### src/rtl/proc_instr_sequencer.sv
// Program sequencer: stores a short program, issues one instruction at a
// time to the processor and queues each {zero_flag, result} in a FIFO.
//
// Ports:
//   clk, rst            clock, asynchronous active-high reset
//   prog_we/addr/wdata  program memory write (accepted only when idle)
//   prog_len, start     run length and run request pulse
//   instruction,
//   instr_valid         issue interface to the processor
//   result, zero_flag,
//   proc_ready          processor completion interface
//   busy, done,
//   timeout_err         run status
//   res_rd_en, res_rd_data, res_rd_zero,
//   res_empty, res_count  show-ahead result FIFO read side
//
// Optional: define SEQ_TIMEOUT_EN to add a WAIT watchdog that records
// 32'hDEAD_DEAD for an instruction whose completion never arrives.

module proc_instr_sequencer #(
    parameter int PROG_DEPTH     = 16,
    parameter int FIFO_DEPTH     = 8,
    parameter int TIMEOUT_CYCLES = 64
) (
    input  logic                          clk,
    input  logic                          rst,
    input  logic                          prog_we,
    input  logic [$clog2(PROG_DEPTH)-1:0] prog_addr,
    input  logic [31:0]                   prog_wdata,
    input  logic [$clog2(PROG_DEPTH):0]   prog_len,
    input  logic                          start,
    output logic [31:0]                   instruction,
    output logic                          instr_valid,
    input  logic [31:0]                   result,
    input  logic                          zero_flag,
    input  logic                          proc_ready,
    output logic                          busy,
    output logic                          done,
    output logic                          timeout_err,
    input  logic                          res_rd_en,
    output logic [31:0]                   res_rd_data,
    output logic                          res_rd_zero,
    output logic                          res_empty,
    output logic [$clog2(FIFO_DEPTH):0]   res_count
);

    localparam int AW = $clog2(PROG_DEPTH);
    localparam int FW = $clog2(FIFO_DEPTH);
    localparam logic [FW:0] C_FULL = (FW+1)'(FIFO_DEPTH);

    typedef enum logic [2:0] {
        S_IDLE,
        S_ISSUE,
        S_WAIT,
        S_CAPTURE,
        S_FINISH
    } state_t;

    state_t r_state;
    state_t w_next;

    logic [31:0] r_prog [PROG_DEPTH];
    logic [AW:0] r_pc;
    logic [AW:0] r_len;
    logic [AW:0] w_pc_inc;
    logic [31:0] r_instr;
    logic        r_seen_low;
    logic        r_done;

    logic [31:0] r_fifo_data [FIFO_DEPTH];
    logic        r_fifo_zero [FIFO_DEPTH];
    logic [FW-1:0] r_wptr;
    logic [FW-1:0] r_rptr;
    logic [FW:0]   r_count;

    logic        w_full;
    logic        w_complete;
    logic        w_to_hit;
    logic        w_to_push;
    logic        w_push;
    logic        w_pop;
    logic [31:0] w_push_data;
    logic        w_push_zero;
    logic [31:0] w_cur_instr;

    assign w_full      = (r_count == C_FULL);
    assign w_pc_inc    = r_pc + 1'b1;
    assign w_cur_instr = r_prog[r_pc[AW-1:0]];
    // Completion needs a low sample after the issue, so a ready level
    // left high from the previous instruction is not mistaken for it.
    assign w_complete  = r_seen_low & proc_ready;
    assign w_push      = (r_state == S_CAPTURE);
    assign w_pop       = res_rd_en & (r_count != '0);
    assign w_push_data = w_to_push ? 32'hDEAD_DEAD : result;
    assign w_push_zero = w_to_push ? 1'b0 : zero_flag;

    assign busy        = (r_state != S_IDLE);
    assign done        = r_done;
    assign instruction = (r_state == S_ISSUE) ? w_cur_instr : r_instr;
    assign res_empty   = (r_count == '0);
    assign res_count   = r_count;
    assign res_rd_data = res_empty ? 32'h0 : r_fifo_data[r_rptr];
    assign res_rd_zero = res_empty ? 1'b0 : r_fifo_zero[r_rptr];

    always_comb begin
        w_next      = r_state;
        instr_valid = 1'b0;
        unique case (r_state)
            S_IDLE: begin
                if (start) begin
                    w_next = (prog_len == '0) ? S_FINISH : S_ISSUE;
                end
            end
            S_ISSUE: begin
                if (!w_full) begin
                    instr_valid = 1'b1;
                    w_next      = S_WAIT;
                end
            end
            S_WAIT: begin
                if (w_complete || w_to_hit) begin
                    w_next = S_CAPTURE;
                end
            end
            S_CAPTURE: begin
                w_next = (w_pc_inc == r_len) ? S_FINISH : S_ISSUE;
            end
            S_FINISH: w_next = S_IDLE;
            default:  w_next = S_IDLE;
        endcase
    end

    always_ff @(posedge clk or posedge rst) begin
        if (rst) begin
            r_state    <= S_IDLE;
            r_pc       <= '0;
            r_len      <= '0;
            r_instr    <= '0;
            r_seen_low <= 1'b0;
            r_done     <= 1'b0;
        end else begin
            r_state <= w_next;
            r_done  <= (r_state == S_FINISH);
            case (r_state)
                S_IDLE: begin
                    if (start) begin
                        r_len <= prog_len;
                        r_pc  <= '0;
                    end
                end
                S_ISSUE: begin
                    r_instr    <= w_cur_instr;
                    r_seen_low <= 1'b0;
                end
                S_WAIT: begin
                    if (!proc_ready) begin
                        r_seen_low <= 1'b1;
                    end
                end
                S_CAPTURE: r_pc <= w_pc_inc;
                default: ;
            endcase
        end
    end

    always_ff @(posedge clk) begin
        if (prog_we && r_state == S_IDLE) begin
            r_prog[prog_addr] <= prog_wdata;
        end
    end

    always_ff @(posedge clk) begin
        if (w_push) begin
            r_fifo_data[r_wptr] <= w_push_data;
            r_fifo_zero[r_wptr] <= w_push_zero;
        end
    end

    always_ff @(posedge clk or posedge rst) begin
        if (rst) begin
            r_wptr  <= '0;
            r_rptr  <= '0;
            r_count <= '0;
        end else begin
            if (w_push) begin
                r_wptr <= r_wptr + 1'b1;
            end
            if (w_pop) begin
                r_rptr <= r_rptr + 1'b1;
            end
            case ({w_push, w_pop})
                2'b10:   r_count <= r_count + 1'b1;
                2'b01:   r_count <= r_count - 1'b1;
                default: r_count <= r_count;
            endcase
        end
    end

`ifdef SEQ_TIMEOUT_EN
    localparam int TW = $clog2(TIMEOUT_CYCLES + 1);
    localparam logic [TW-1:0] C_TLIM = (TW)'(TIMEOUT_CYCLES - 1);

    logic [TW-1:0] r_wcnt;
    logic          r_to;
    logic          r_terr;

    assign w_to_hit    = (r_state == S_WAIT) && !w_complete
                         && (r_wcnt == C_TLIM);
    assign w_to_push   = r_to;
    assign timeout_err = r_terr;

    always_ff @(posedge clk or posedge rst) begin
        if (rst) begin
            r_wcnt <= '0;
            r_to   <= 1'b0;
            r_terr <= 1'b0;
        end else begin
            if (r_state == S_IDLE && start) begin
                r_terr <= 1'b0;
            end
            if (r_state == S_ISSUE) begin
                r_wcnt <= '0;
                r_to   <= 1'b0;
            end
            if (r_state == S_WAIT) begin
                r_wcnt <= r_wcnt + 1'b1;
            end
            // The flag carries into CAPTURE so the marker word is pushed.
            if (w_to_hit) begin
                r_to   <= 1'b1;
                r_terr <= 1'b1;
            end
        end
    end
`else
    logic w_unused_to;

    assign w_to_hit    = 1'b0;
    assign w_to_push   = 1'b0;
    assign timeout_err = 1'b0;
    assign w_unused_to = ^TIMEOUT_CYCLES;
`endif

endmodule

### config.mk
export PLATFORM = sky130hd
export DESIGN_NAME = proc_instr_sequencer
export DESIGN_NICKNAME = d
export VERILOG_FILES = /design/src/rtl/proc_instr_sequencer.sv
export SDC_FILE = /design/constraint.sdc
export NUM_CORES = 1
export LEC_CHECK = 0
export BUFFER_PORTS_ARGS = -buffer_cell sky130_fd_sc_hd__buf_2
export CAP_MARGIN = 10
export CORE_MARGIN = 5
export CORE_UTILIZATION = 50
export CTS_BUF_LIST = sky130_fd_sc_hd__clkbuf_4 sky130_fd_sc_hd__clkbuf_8 sky130_fd_sc_hd__clkbuf_16
export DETAILED_ROUTE_END_ITERATION = 10
export GPL_ROUTABILITY_DRIVEN = 0
export PLACE_DENSITY = 0.66
export SLEW_MARGIN = 20
export SYNTH_ARGS = -nofsm -noshare
export SYNTH_HDL_FRONTEND = slang
export SYNTH_SLANG_ARGS = --single-unit
### constraint.sdc
create_clock -name clk -period 8.1 [get_ports clk]
set_clock_uncertainty 0.15 [all_clocks]
set_input_delay 2.43 -clock clk [delete_from_list [all_inputs] [get_ports clk]]
set_output_delay 2.43 -clock clk [all_outputs]
set_load 0.01 [all_outputs]
### Word level (Yosys, flattened, before mapping)

Memory sizes are Yosys's and may differ from the RTL's.
Index checks and enable logic that the tools add are counted.

* $add $sub $neg: 5
* equal/unequal tests: 12
* multiplexer cells: 20
* bitwise logic cells: 2
* reduce and logical (&&, ||, !) cells: 13

Operator list (number)
* two-way mux 32 bit: 2
* two-way mux 3 bit: 5
* one-hot mux 3 bit (4 select lines): 1
* one-hot mux 5 bit (2 select lines): 1
* two-way mux 1 bit: 8
* != test 2 bit, second input constant: 4
* one-hot mux 4 bit (2 select lines): 1
* adder 3 x 1 -> 3 bit, second input constant: 2
* == test 3 x 2 -> 1 bit, second input constant: 2
* AND reduction 2 bit: 3
* nonzero test 2 bit: 3
* adder 5 x 1 -> 5 bit, second input constant: 1
* == test 5 bit: 1
* zero test 5 bit: 1
* two-way mux 5 bit: 1
* adder 4 x 1 -> 4 bit, second input constant: 1
* == test 4 bit, second input constant: 1
* zero test 4 bit: 1
* nonzero test 4 bit: 1
* subtractor 4 x 1 -> 4 bit, second input constant: 1
* == test 3 x 1 -> 1 bit, second input constant: 1
* == test 3 bit, second input constant: 1
* zero test 3 bit: 1
* AND reduction 3 bit: 1
* 6 further kinds: 7

* register bits after elaboration: 57
* bits in writable memories: 776
* input bits: 80
* output and inout bits: 74
* memories: 3

Memory list
* r_prog: words 16, width 32, rd ports 1, clocked after memory_dff 0, wr ports 1, line 62 `logic [31:0] r_prog [PROG_DEPTH];`
* r_fifo_data: words 8, width 32, rd ports 1, clocked after memory_dff 0, wr ports 1, line 70 `logic [31:0] r_fifo_data [FIFO_DEPTH];`
* r_fifo_zero: words 8, width 1, rd ports 1, clocked after memory_dff 0, wr ports 1, line 71 `logic r_fifo_zero [FIFO_DEPTH];`

### Longest topological paths before layout

* depth in word-level cells: 4
* depth in mapped cells: 12
* gate-level depth less buffers: 10

### Worst setup path after synthesis

Ideal clock, no wire load.

* kind: input -> register
* start: in prog_addr[0]
* end: mem r_prog[0][0], enable pin
* arrival time: 5.070 ns
* data required time: 7.489 ns
* setup slack: 2.419 ns
* stages on the path: 2
* path buffers: 0
* cell sequence: or3_1 nor3_1

RTL lines
* start: declaration: line 28 `input logic [$clog2(PROG_DEPTH)-1:0] prog_addr,`
* end: declaration: line 62

Straight into the memory's write port.

### Worst setup path in the final report

* start: reg r_rptr[0]
* end: out res_rd_data[9]

* word-level cells in the longest chain between the ends: 2

Ends and longest elaborated chain
* start: declaration: line 73 `logic [FW-1:0] r_rptr;`
* start signal: assignment: line 189 `r_rptr <= r_rptr + 1'b1;`
* memory read (8 x 32 bit)
* two-way mux 32 bit: line 102 `assign res_rd_data = res_empty ? 32'h0 : r_fifo_data[r_rptr];`
* end: declaration: line 41 `output logic [31:0] res_rd_data,`

Every way passes these cells.

==> impl_results.md <==
- Buffer type at the clock tree root: clkbuf_16
- Share of the synthesized area in compound gates (AO/OA/AOI/OAI): 1.78%
- Max cap viols: 0
- Slowest stage delay, CP: 1020 ps
- Layout cells sized above 1: 33.5%
- Area share of the leading cell type in the synthesized netlist: 73.2%
- First-pass GRT wire length: 98400 um
- Cell with the largest stage delay on the worst path: dfrtp_4
- Number of core rows: 92
- Number of I/O port buffers: 152
- Deepest clock path buffer count: 3
- Synthesized netlist cell count: 1458
- # fillers: 4741
- Final Max Tran Viols: 0
- Violation count after the first detailed-route iteration: 1189
- Total Nets Final: 1745
- Classification of the worst setup path: reg2out
- Hold Crit Class: reg2reg
- Portion of total power attributed to sequential cells: 44.1%
- Largest net degree at the start of global routing: 68
- Required @ worst endpoint: 5520 ps
- Post-synthesis average cell area: 21.8 um^2
- Sequential-to-total area share from yosys stat: 77.6%
- Switching portion of total power: 28.0%
- Startpoint type of the worst setup path: flip-flop
- Number of storage elements in the synthesis netlist: 833
- Highest-count cells in the layout ignoring fill and taps: 776 x edfxtp_1, 194 x mux4_2, 152 x buf_2
- Total internal power: 8.67 mW
- Peak-usage layer in the global routing report: met2
- Slew at the pin closest to its max-slew limit: 955 ps
- Grt total ovfl: 0
- Area of the die: 0.0689 mm^2
- Clock-pin transition on the worst setup and hold timing paths: 60 ps
- Adder-Cell Fraction of Synth Area: 0.299%
- Net count after synthesis: 1545
- Layout-stage area growth over the synthesis result: 14.7%
- P per Cell Area: 329 mW/mm^2
- Cell area after synthesis: 0.0319 mm^2
- Post-route clock period utilization: 72.4%
- Multiplexer share of the synthesized area: 15.4%
- Met3 Resource Use GR: 4.01%
- Met1 track demand over resource: 24.0%
- Clock sinks: 833
- Top area cells in the synthesized netlist: edfxtp_1 73%, mux4_2 14%, dfrtp_1 4.5%, mux2i_1 1.3%, nor2_1 0.98%
- Commonest register cell after synthesis: edfxtp_1
- Width of the die: 262 um
- Core Box Area: 0.0631 mm^2
- Half-perimeter wire length after detailed placement: 34900 um
- Slew HR: 36.3%
- Number of nets with antenna violations after routing: 0
- Vertical die dimension: 262 um
- Post-synth EDFFs: 776
- Total I/O pin count: 154
- Yosys synthesis warning count: 0
- Final core utilization: 57.9%
- Worst Path Max Fanout: 45
- Dominant combinational cell family by area after synthesis: multiplexers
- Detailed-route wire length per cell: 25.2 um
- Peak ir drop on the vdd network: 236 uV
- Routing usage on met2: 32.9%
- Worst-skew pair later-pin latency: 620 ps
- Largest area contributor in the synthesized netlist: edfxtp_1
- Effective utilization at floorplan: 50.5%
- Final wirelength: 64800 um
- Post-route minimum period: 5870 ps
- Number of antenna violations at the first check in global routing: 6
- GRT Util Overall: 18.7%
- Final setup violation count: 0
- Cells along the critical path: buf_4 -> mux4_2 -> mux2i_1 -> nor2_1 -> buf_2
- LEAKAGE: 11.9 nW
- Synth async-reset ratio: 6.84%
- Total via count in the routed design: 14804
- RSZ-0062 raised after global routing: no
- Share of total power in the clock network: 31.8%
- Switching power summed over all nets: 3.37 mW
- Total DRC errors in the routed layout: 0
- Result of the run: finished clean
- Number of hold-slack violations in the final timing report: 0
- Number of search-and-repair iterations in the first detailed-routing pass: 5
- Setup Buffers After CTS: 0
- Comb power frac: 24.0%
- Number of vias per cell after detailed routing: 5.74
- Nature of the critical path endpoint: output port
- Setup TNS: 0 ps
- Top achievable clock speed: 0.170 GHz
- Commonest non-fill, non-tap cell in the layout: edfxtp_1
- Post-CTS Hold Fix Bufs: 0
- Arrival time reported for the critical path endpoint: 3290 ps
- Number of library cell types mapped by synthesis: 52
- TritonCTS clock tree: built
- Post-synthesis xor/xnor area fraction: 0.515%
- Post-cts sizing count: 0
- Number of H-tree levels: 3
- Via count of the first global-routing pass: 15960
- Area fraction in and, or, nand and nor cells after synthesis: 2.91%
- Number of CTS-inserted buffers: 84
-- path summary, 6_finish.rpt --
path | start | to | slack, ps | cells past startpoint
setup / recovery | r_rptr[0]$_DFFE_PP0P_ | res_rd_data[9] | 2230 | 5
hold / removal | r_rptr[2]$_DFFE_PP0P_ | r_rptr[2]$_DFFE_PP0P_ | 340 | 1
setup reg to reg | r_state[2]$_DFFE_PP0P_ | r_prog[7][6]$_DFFE_PP_ | 5000 | 4
hold reg to reg | r_rptr[2]$_DFFE_PP0P_ | r_rptr[2]$_DFFE_PP0P_ | 340 | 1
max in group asynchronous | rst | r_pc[1]$_DFFE_PP0P_ | 5120 | 3
min in group asynchronous | rst | r_instr[16]$_DFF_PP0_ | 1980 | 3
-- critical path, delay by kind of cell (launching register included) --
kind / cells / cell delay (ps)
flops: 1 / 1020
simple gates: 1 / 70
buf+inv: 2 / 710
mux: 2 / 830
-- layout make-up --
cell class / instances / area (um^2) / area share (%)
sequential: 833 / 24700 / 67.7
multi-input combinational: 542 / 6820 / 18.7
clock buffer: 117 / 2420 / 6.63
timing repair buffer: 190 / 1080 / 2.97
tap: 846 / 1060 / 2.90
clock inverter: 39 / 377 / 1.03
inverter: 7 / 27.5 / 0.0753
antenna: 3 / 7.51 / 0.0205
-- state kept, by name, indices dropped and copies added (netlist names) --
register,flops
r_prog,512
r_fifo_data,256
r_instr,32
r_fifo_zero,8
r_len,5
r_pc,5
res_count,4
r_rptr,3
r_state,3
r_wptr,3
done,1
r_seen_low,1
-- layer usage --
layer | vias up | share of wire, %
met5 | - | 0.052
met4 | 6 | 1.7
met3 | 86 | 5.5
met2 | 365 | 53
met1 | 7907 | 40
li1 | 6440 | -
-- power groups by stage --
stage / registers (mW) / clock network [mW] / logic [mW]
6_report: 5.31 / 3.83 / 2.89
5_1_grt: 5.36 / 4.12 / 3.15
4_1_cts: 5.32 / 3.93 / 2.97
3_5_place_dp: 5.41 / 0 / 2.96
3_3_place_gp: 5.39 / 0 / 2.93
2_1_floorplan: 5.20 / 0 / 2.25
-- cell families (layout without fill, tap and decap cells) --
logic type / Yosys count / after routing
flops: 833 / 833
compound gates: 81 / 81
simple gates: 190 / 190
mux: 246 / 246
fa+ha+maj: 7 / 7
xor+xnor: 17 / 17
other cells: 1 / 4
buf+inv: 83 / 353
-- through the flow --
stage | instances | setup slack (ps) | instance area (um^2) | power [mW] | hold slack (ps)
after floorplan | 1458 | 2420 | 31900 | 7.44 | 338
after global placement | 2418 | 2780 | 33700 | 8.32 | 338
after detailed placement | 2418 | 2790 | 33700 | 8.37 | 338
after CTS | 2574 | 2120 | 36500 | 12.2 | 349
after global routing | 2576 | 1950 | 36500 | 12.6 | 362
final | 2577 | 2230 | 36500 | 12.0 | 342
-- synth_stat cells, types with 2 or more instances --
| library cell | instances |
|---|---|
| inv_2 | 2 |
| ha_1 | 6 |
| buf_2 | 28 |
| mux4_2 | 194 |
| a211oi_2 | 6 |
| edfxtp_1 | 776 |
| a211oi_1 | 20 |
| dfrtp_1 | 57 |
| o22ai_1 | 32 |
| buf_1 | 8 |
| o21ai_0 | 7 |
| mux2_2 | 11 |
| nor2_1 | 83 |
| buf_4 | 12 |
| nor4_1 | 2 |
| a31oi_1 | 6 |
| xnor2_1 | 11 |
| clkbuf_1 | 19 |
| mux2i_1 | 40 |
| xor2_1 | 5 |
| nand2_1 | 19 |
| a22o_1 | 2 |
| a21oi_1 | 4 |
| inv_1 | 5 |
| nor3_1 | 37 |
| nand2b_1 | 5 |
| buf_6 | 6 |
| nand3_1 | 4 |
| nor2b_1 | 28 |
(Power assumes the default switching activity.)
